--- src/rtl/video_native_pkg.sv ---
// Shared types for the native video transmitter: controller states and the
// per-axis timing record used to parameterise the timing generator.
package video_native_pkg;

  typedef enum logic [2:0] {
    ST_IDLE  = 3'd0,
    ST_SEEK  = 3'd1,
    ST_ARMED = 3'd2,
    ST_RUN   = 3'd3,
    ST_HOLD  = 3'd4
  } state_t;

  typedef struct packed {
    logic [15:0] active;
    logic [15:0] fp;
    logic [15:0] sync;
    logic [15:0] bp;
  } axis_timing_t;

  function automatic int total_of(input axis_timing_t t);
    return int'(t.active) + int'(t.fp) + int'(t.sync) + int'(t.bp);
  endfunction

endpackage

--- src/rtl/video_timing_gen.sv ---
// Free-running raster counters with region flags. Counters advance only while
// i_run is high and sit at (0,0) otherwise, so every run starts at line start.
module video_timing_gen import video_native_pkg::*; #(
  parameter axis_timing_t H_TIM = '{active: 16'd1920, fp: 16'd88, sync: 16'd44, bp: 16'd148},
  parameter axis_timing_t V_TIM = '{active: 16'd1080, fp: 16'd4,  sync: 16'd5,  bp: 16'd36}
) (
  input  logic i_clk,
  input  logic i_rst,
  input  logic i_run,
  output logic o_h_sync,
  output logic o_v_sync,
  output logic o_h_act,
  output logic o_v_act,
  output logic o_first_act
);

  localparam int H_TOTAL = total_of(H_TIM);
  localparam int V_TOTAL = total_of(V_TIM);
  localparam int HW = (H_TOTAL > 1) ? $clog2(H_TOTAL) : 1;
  localparam int VW = (V_TOTAL > 1) ? $clog2(V_TOTAL) : 1;

  localparam logic [HW-1:0] H_LAST     = HW'(H_TOTAL - 1);
  localparam logic [HW-1:0] H_SYNC_END = HW'(int'(H_TIM.sync));
  localparam logic [HW-1:0] H_ACT_BEG  = HW'(int'(H_TIM.sync) + int'(H_TIM.bp));
  localparam logic [HW-1:0] H_ACT_LAST = HW'(int'(H_TIM.sync) + int'(H_TIM.bp) + int'(H_TIM.active) - 1);

  localparam logic [VW-1:0] V_LAST     = VW'(V_TOTAL - 1);
  localparam logic [VW-1:0] V_SYNC_END = VW'(int'(V_TIM.sync));
  localparam logic [VW-1:0] V_ACT_BEG  = VW'(int'(V_TIM.sync) + int'(V_TIM.bp));
  localparam logic [VW-1:0] V_ACT_LAST = VW'(int'(V_TIM.sync) + int'(V_TIM.bp) + int'(V_TIM.active) - 1);

  logic [HW-1:0] r_hcnt;
  logic [VW-1:0] r_vcnt;

  always_ff @(posedge i_clk or posedge i_rst) begin
    if (i_rst) begin
      r_hcnt <= '0;
      r_vcnt <= '0;
    end else if (!i_run) begin
      r_hcnt <= '0;
      r_vcnt <= '0;
    end else if (r_hcnt == H_LAST) begin
      r_hcnt <= '0;
      r_vcnt <= (r_vcnt == V_LAST) ? '0 : r_vcnt + VW'(1);
    end else begin
      r_hcnt <= r_hcnt + HW'(1);
    end
  end

  // Line and frame both run sync, back porch, active, front porch.
  assign o_h_sync    = (r_hcnt < H_SYNC_END);
  assign o_v_sync    = (r_vcnt < V_SYNC_END);
  assign o_h_act     = (r_hcnt >= H_ACT_BEG) && (r_hcnt <= H_ACT_LAST);
  assign o_v_act     = (r_vcnt >= V_ACT_BEG) && (r_vcnt <= V_ACT_LAST);
  assign o_first_act = (r_hcnt == H_ACT_BEG) && (r_vcnt == V_ACT_BEG);

endmodule

--- src/rtl/video_native_tx.sv ---
// Pixel stream to native video (hsync/vsync/de/data) transmitter. Locks the
// stream to the raster on start-of-frame and flags underflow and misalignment.
module video_native_tx import video_native_pkg::*; #(
  parameter int DSIZE    = 24,
  parameter int H_ACTIVE = 1920,
  parameter int H_FP     = 88,
  parameter int H_SYNC   = 44,
  parameter int H_BP     = 148,
  parameter int V_ACTIVE = 1080,
  parameter int V_FP     = 4,
  parameter int V_SYNC   = 5,
  parameter int V_BP     = 36,
  parameter bit HS_POL   = 1'b1,
  parameter bit VS_POL   = 1'b1
) (
  input  logic             pclk,
  input  logic             prst,
  input  logic             enable,
  input  logic             s_valid,
  output logic             s_ready,
  input  logic [DSIZE-1:0] s_data,
  input  logic             s_sof,
  output logic             vsync,
  output logic             hsync,
  output logic             de,
  output logic [DSIZE-1:0] data,
  output logic             underflow,
  output logic             frame_err,
  output state_t           dbg_state
);

  localparam axis_timing_t H_TIM = '{active: 16'(H_ACTIVE), fp: 16'(H_FP),
                                     sync: 16'(H_SYNC), bp: 16'(H_BP)};
  localparam axis_timing_t V_TIM = '{active: 16'(V_ACTIVE), fp: 16'(V_FP),
                                     sync: 16'(V_SYNC), bp: 16'(V_BP)};

  state_t           r_state;
  state_t           w_state_nxt;
  logic             w_run;
  logic             w_h_sync;
  logic             w_v_sync;
  logic             w_h_act;
  logic             w_v_act;
  logic             w_first;
  logic             w_act;
  logic             w_sof_ok;
  logic             w_ready;
  logic             w_take;
  logic             w_de;
  logic             w_uf;
  logic             w_fe;
  logic             r_vsync;
  logic             r_hsync;
  logic             r_de;
  logic [DSIZE-1:0] r_data;
  logic             r_uf;
  logic             r_fe;

  assign w_run = enable && (r_state != ST_IDLE);

  video_timing_gen #(
    .H_TIM (H_TIM),
    .V_TIM (V_TIM)
  ) u_timing (
    .i_clk       (pclk),
    .i_rst       (prst),
    .i_run       (w_run),
    .o_h_sync    (w_h_sync),
    .o_v_sync    (w_v_sync),
    .o_h_act     (w_h_act),
    .o_v_act     (w_v_act),
    .o_first_act (w_first)
  );

  assign w_act    = w_h_act && w_v_act;
  assign w_sof_ok = s_valid && s_sof;

  always_ff @(posedge pclk or posedge prst) begin
    if (prst) r_state <= ST_IDLE;
    else      r_state <= w_state_nxt;
  end

  // A beat transfers on a rising edge where s_valid and s_ready are both high.
  // s_ready may depend on s_valid/s_sof in the same cycle (a beat that would
  // misalign the frame is refused) but s_valid never waits on s_ready.
  always_comb begin
    w_state_nxt = r_state;
    w_ready     = 1'b0;
    w_take      = 1'b0;
    w_de        = 1'b0;
    w_uf        = 1'b0;
    w_fe        = 1'b0;
    if (!enable) begin
      w_state_nxt = ST_IDLE;
    end else begin
      case (r_state)
        ST_IDLE: w_state_nxt = ST_SEEK;
        ST_SEEK: begin
          if (w_sof_ok) w_state_nxt = ST_ARMED;
          else          w_ready     = 1'b1;
        end
        ST_ARMED, ST_HOLD: begin
          // Both wait for the frame's first active slot to take the held SOF beat.
          if (w_act && w_first) begin
            w_de = 1'b1;
            if (w_sof_ok) begin
              w_ready     = 1'b1;
              w_take      = 1'b1;
              w_state_nxt = ST_RUN;
            end else begin
              w_fe        = 1'b1;
              w_state_nxt = ST_SEEK;
            end
          end else if (w_act && (r_state == ST_HOLD)) begin
            w_de = 1'b1;
          end
        end
        ST_RUN: begin
          if (w_act) begin
            w_de = 1'b1;
            if (!s_valid) begin
              w_ready = 1'b1;
              w_uf    = 1'b1;
            end else if (s_sof != w_first) begin
              w_fe        = 1'b1;
              w_state_nxt = w_first ? ST_SEEK : ST_HOLD;
            end else begin
              w_ready = 1'b1;
              w_take  = 1'b1;
            end
          end
        end
        default: w_state_nxt = ST_IDLE;
      endcase
    end
  end

  always_ff @(posedge pclk or posedge prst) begin
    if (prst) begin
      r_hsync <= !HS_POL;
      r_vsync <= !VS_POL;
      r_de    <= 1'b0;
      r_data  <= '0;
      r_uf    <= 1'b0;
      r_fe    <= 1'b0;
    end else begin
      r_hsync <= (w_run && w_h_sync) ? HS_POL : !HS_POL;
      r_vsync <= (w_run && w_v_sync) ? VS_POL : !VS_POL;
      r_de    <= w_de;
      r_data  <= w_take ? s_data : '0;
      r_uf    <= w_uf;
      r_fe    <= w_fe;
    end
  end

  assign s_ready   = w_ready;
  assign hsync     = r_hsync;
  assign vsync     = r_vsync;
  assign de        = r_de;
  assign data      = r_data;
  assign underflow = r_uf;
  assign frame_err = r_fe;
  assign dbg_state = r_state;

endmodule

--- config.mk ---
export PLATFORM = sky130hd
export DESIGN_NAME = video_native_tx
export DESIGN_NICKNAME = d
export VERILOG_FILES = /design/src/rtl/video_native_pkg.sv /design/src/rtl/video_timing_gen.sv /design/src/rtl/video_native_tx.sv
export SDC_FILE = /design/constraint.sdc
export NUM_CORES = 1
export LEC_CHECK = 0
export CORE_MARGIN = 4
export CORE_UTILIZATION = 47
export CTS_CLUSTER_DIAMETER = 200
export DETAILED_ROUTE_END_ITERATION = 8
export PLACE_DENSITY = 0.77
export SETUP_SLACK_MARGIN = 0.2
export SLEW_MARGIN = 15
export SYNTH_ARGS = -nofsm -noshare
export SYNTH_HDL_FRONTEND = slang
export SYNTH_HIERARCHICAL = 1
export SYNTH_SLANG_ARGS = --single-unit
--- constraint.sdc ---
create_clock -name pclk -period 2.6 [get_ports pclk]
set_input_delay 0.52 -clock pclk [delete_from_list [all_inputs] [get_ports pclk]]
set_output_delay 0.52 -clock pclk [all_outputs]
set_load 0.05 [all_outputs]
Word level (Yosys, flattened, before mapping). Index checks and enable logic that the tools add are counted.

Mux-type cells: 44. Reduce and logical (&&, ||, !) cells: 14. Add/sub/neg operators: 2. Magnitude comparators: 6. Eq/ne operators: 15.

Operator list (count): $mux W11 (3); $mux W1 (25); $mux W12 (2); $mux W24 (1); $mux W3 (7); $ne A3 B3 Y1 const B (5); $add A12 B1 Y12 const B (1); $eq A12 B12 Y1 const B (1); $eq A12 B8 Y1 const B (1); $ge A12 B8 Y1 const B (1); $le A12 B12 Y1 const B (1); $lt A12 B6 Y1 const B (1); $pmux W3 S4 (1); $add A11 B1 Y11 const B (1); $eq A11 B11 Y1 const B (1); $eq A11 B6 Y1 const B (1); $ge A11 B6 Y1 const B (1); $le A11 B11 Y1 const B (1); $lt A11 B3 Y1 const B (1); $logic_and A1 B1 Y1 (10); $eq A3 B2 Y1 const B (2); $pmux W1 S2 (3); $reduce_and A5 Y1 (1); $eq A3 B1 Y1 const B (1); other kinds (8) (8).

Input bits: 29. Output and inout bits: 33. Bits in registers: 55. Logic and storage cells: 90.

Logic depth before layout (Yosys ltp).
Depth after elaboration: 9. Gate-level depth with buffers: 11. Depth with buffers taken out: 9.

Cells and area by module. Netlist, hierarchy kept.

By module, submodules not included: video_native_tx (area each 1550.2 µm², cells an instance 121, times used 1, sequential area each 800.8 µm²); video_timing_gen (area each 1492.7 µm², cells an instance 165, times used 1, sequential area each 575.6 µm²).

Least setup slack after synthesis. No wires, ideal clock.

Path kind: flip-flop to output port. Start: register u_timing.r_hcnt[2]. End: output s_ready. Buffers on the path: 2. Slack: -0.567 ns. Data required time: 2.080 ns. Cell stages (with the launch flop): 10. Arrival: 2.647 ns. Cells stage by stage: dfrtp_1 clkdlybuf4s15_1 or4b_2 nor4_1 nand2_1 nor3_1 buf_6 nand3_1 a211oi_1 o2111a_1.

Cells in the longest elaborated chain, start to end: 8. Elaborated cells between the ends (all ways): 14. Those cells by class: order compare (2); eq/ne (2); mux (6); reduce/logical (4).

Ends and longest elaborated chain: start, declared (line video_timing_gen.sv:32) `logic [HW-1:0] r_hcnt;`; start signal, assigned (line video_timing_gen.sv:46) `r_hcnt <= r_hcnt + HW'(1);`; $eq A12 B8 Y1 (*) (line video_timing_gen.sv:55) `assign o_first_act = (r_hcnt == H_ACT_BEG) && (r_vcnt == V_ACT_BEG);`; $logic_and A1 B1 Y1 (*) (line video_timing_gen.sv:55); net w_first (line video_native_tx.sv:44) `logic w_first;`; $ne A1 B1 Y1 (line video_native_tx.sv:124) `end else if (s_sof != w_first) begin`; $mux W1 (line video_native_tx.sv:124); $mux W1 (line video_native_tx.sv:121) `if (!s_valid) begin`; $mux W1 (line video_native_tx.sv:119) `if (w_act) begin`; $pmux W1 S3 (*) (line video_native_tx.sv:96) `case (r_state)`; $mux W1 (*) (line video_native_tx.sv:93) `if (!enable) begin`; end, declared (line video_native_tx.sv:20) `output logic s_ready,`.

Mark *: on every way through the listed nets, which the timed path passes. The rest lies on a longest branch.

Worst setup path in the final report.
Start: register u_timing.r_hcnt[0]. End: output s_ready.

Same word-level chain as after synthesis.

==> impl_metrics.env <==
export IMPL_yosysWarnings=6
export IMPL_layout_drive_gt1_share=0.253
export IMPL_fp_row_count=29
export IMPL_cp_cell_sequence="inv_1, ha_1, or4b_4, nor4_4, nand2_1, nor3_2, buf_4, nand3b_1, a211o_1, o2111a_2, buf_12"
export IMPL_stdcell_area_um2=4110
export IMPL_cts_tree="done"
export IMPL_synthCells=286
export IMPL_worst_slew_pin_slew_ns=0.689
export IMPL_hold_buffers=0
export IMPL_maxSlewHeadroom=0.536
export IMPL_start_util=0.482
export IMPL_dr_total_vias=2558
export IMPL_place_gp_congestion=0.905
export IMPL_cts_sinks=55
export IMPL_rsz0062_at_grt="true"
export IMPL_grt_pass1_wl_mm=11.7
export IMPL_htreeDepth=2
export IMPL_synth_ff_type="dfrtp_1"
export IMPL_overflow=0
export IMPL_clk_pin_slew_ns=0.11
export IMPL_ir_drop_mv=0.284
export IMPL_die_h_um=88.5
export IMPL_wl_per_cell_um=16.4
export IMPL_firstDrtPassIters=4
export IMPL_grt_pass1_vias=2469
export IMPL_cp_data_arrival_time_ns=2.50
export IMPL_cp_slowest_cell="or4b_4"
export IMPL_drv_slew=0
export IMPL_ys_async_sr_fraction=1.00
export IMPL_dieArea_um2=7830
export IMPL_grt_max_degree=33
export IMPL_core_area_um2=6310
export IMPL_fin_nets=405
export IMPL_status="finished with violations"
export IMPL_worstSetupPathType="reg2out"
export IMPL_max_stage_delay_ns=0.47
export IMPL_setup_viol=1
export IMPL_seqPwrFrac=0.552
export IMPL_wl_mm=7.36
export IMPL_min_path_type="in2async"
export IMPL_port_buffers=61
export IMPL_violations="negative setup slack"
export IMPL_synth_distinct_cells=66
export IMPL_finalWorstSetupSlack_ns=-0.416
export IMPL_finalHoldViolations=0
export IMPL_fin_crit_sh=1.16
export IMPL_cp_required_ns=2.08
export IMPL_fmax_mhz=332
export IMPL_grt_antenna_before_repair=0
export IMPL_total_leakage_power_uw=0.00165
export IMPL_cts_buffers_inserted=5
export IMPL_synth_area_um2=3040
export IMPL_maxCapViolations=0
export IMPL_p_switching_uw=413
export IMPL_fillCellCount=486
export IMPL_p_int_uw=1150
export IMPL_cts_root_buffer="clkbuf_8"
export IMPL_drc=0
export IMPL_via_per_inst=5.70
export IMPL_synth_enable_flop_cells=0
export IMPL_clock_skew_final_ns=0.0116
export IMPL_syn_area_per_cell_um2=10.6
export IMPL_hpwl_mm=4.98
export IMPL_switching_share=0.264
export IMPL_powerDensity_nw_per_um2=381
export IMPL_final_util=0.651
export IMPL_final_cell_mix="clkdlybuf4s50_1, dfrtp_1, buf_4, nor3b_2, nor2_1"
export IMPL_comb_power_share=0.123
export IMPL_crit_path_end_kind="output port"
export IMPL_area_delta_synth_final_pct=35.1
export IMPL_synthesis_nets=320
export IMPL_io_pins=62
export IMPL_drt_initial_drc_count=110
export IMPL_min_period_ns=3.02
export IMPL_die_x_um=88.5
export IMPL_grt_use_total=0.189
export IMPL_cp_max_fo=3
export IMPL_final_common_cell="clkdlybuf4s50_1"
export IMPL_clkLatencyLatePin_ns=0.32
export IMPL_clockBufferDepth=2
export IMPL_startpoint_type="register"
export IMPL_place_area_um2=3860
export IMPL_yosysSeqAreaShare=0.452
export IMPL_ant_nets=0
export IMPL_p_clk_frac=0.325
export IMPL_ys_ff_latch=55
export IMPL_diodes=0
[flip-flops by register name, indices dropped and copies added (netlist names)]
name             count
data                24
u_timing/r_hcnt     12
underflow            1
hsync                1
vsync                1
u_timing/r_vcnt     11
frame_err            1
dbg_state            3
de                   1
[worst max-delay path, delay by kind of cell (launching register included)]
kind / cells / cell delay [ns]
buf+inv: 3 / 0.36
compound gates: 2 / 0.41
simple gates: 5 / 0.90
fa+ha+maj: 1 / 0.12
flops: 1 / 0.39
[per-stage QoR]
stage	std cells	power (uW)	hold WS (ns)	TNS, ns	setup slack, ns
finish	449	1560	0.557	-0.416	-0.416
global route	449	1640	0.581	-2.68	-0.610
CTS	443	1570	0.561	-0.477	-0.477
detailed placement	435	1060	0.547	-0.280	-0.258
global placement	435	1060	0.522	-0.213	-0.213
floorplan	286	980	0.467	-0.207	-0.207
[layer usage]
metal	up-vias	share of wire	GRT usage	wire, um
met4	0	0.010	0.0549	74
met2	83	0.50	0.312	3660
met1	1256	0.43	0.250	3140
met5	-	0	0	0
met3	5	0.066	0.0410	486
li1	1214	-	-	-
[final cells by class]
cell class              count  area (um^2)  area share
clock inverters             3         27.5     0.00670
well taps                  77         96.3      0.0234
repair buffers             95          883       0.215
flip-flops and latches     55         1380       0.335
clock buffers               5         68.8      0.0167
multi-input cells         202         1610       0.392
inverters                  12         45.0      0.0110
[repair_timing]
action	CTS	global route
buffers inserted	0	4
endpoints found under the setup margin	27	32
gates cloned	0	2
gates resized for setup	10	8
pin swaps	12	14
[synth_stat cells, types with 6 or more instances]
cell	instances	share of area
a21oi_1	9	0.015
and2_1	6	0.012
buf_2	6	0.0099
dfrtp_1	55	0.45
inv_1	12	0.015
nand2_1	14	0.017
nand3_1	10	0.016
nand4_1	8	0.016
nor2_1	17	0.021
nor3b_2	21	0.086
nor4_1	7	0.014
o21ai_0	10	0.016
or3_1	6	0.012
xor2_1	7	0.020
[power by group through the flow]
stage	combinational, uW	clock (uW)	sequential [uW]
detailed placement	179	0	881
CTS	184	525	864
finish	192	508	864
global route	209	561	865
global placement	179	0	881
floorplan	80.3	0	899
[path summary, 6_finish.rpt]
kind | startpoint | end | slack [ns] | cells after the start
hold reg to reg | u_timing/r_hcnt[0]$_DFF_PP0_ | u_timing/r_hcnt[0]$_DFF_PP0_ | 0.56 | 2
max in group asynchronous | prst | u_timing/r_hcnt[8]$_DFF_PP0_ | 1.48 | 3
setup reg to reg | u_timing/r_hcnt[0]$_DFF_PP0_ | data[9]$_DFF_PP0_ | 0.03 | 12
hold / removal | prst | u_timing/r_hcnt[6]$_DFF_PP0_ | 0.56 | 2
setup / recovery | u_timing/r_hcnt[0]$_DFF_PP0_ | s_ready | -0.42 | 11
min in group pclk | u_timing/r_hcnt[0]$_DFF_PP0_ | u_timing/r_hcnt[0]$_DFF_PP0_ | 0.56 | 2
[logic make-up (layout without fill, tap and decap cells)]
family / Yosys count / count (layout) / synth area share
simple gates: 128 / 128 / 0.294
xor+xnor: 12 / 12 / 0.0345
mux: 1 / 1 / 0.00329
flops: 55 / 55 / 0.452
fa+ha+maj: 6 / 6 / 0.0238
buf+inv: 31 / 115 / 0.0658
compound gates: 53 / 55 / 0.127
Note: power is estimated with default switching activity, not from simulation.
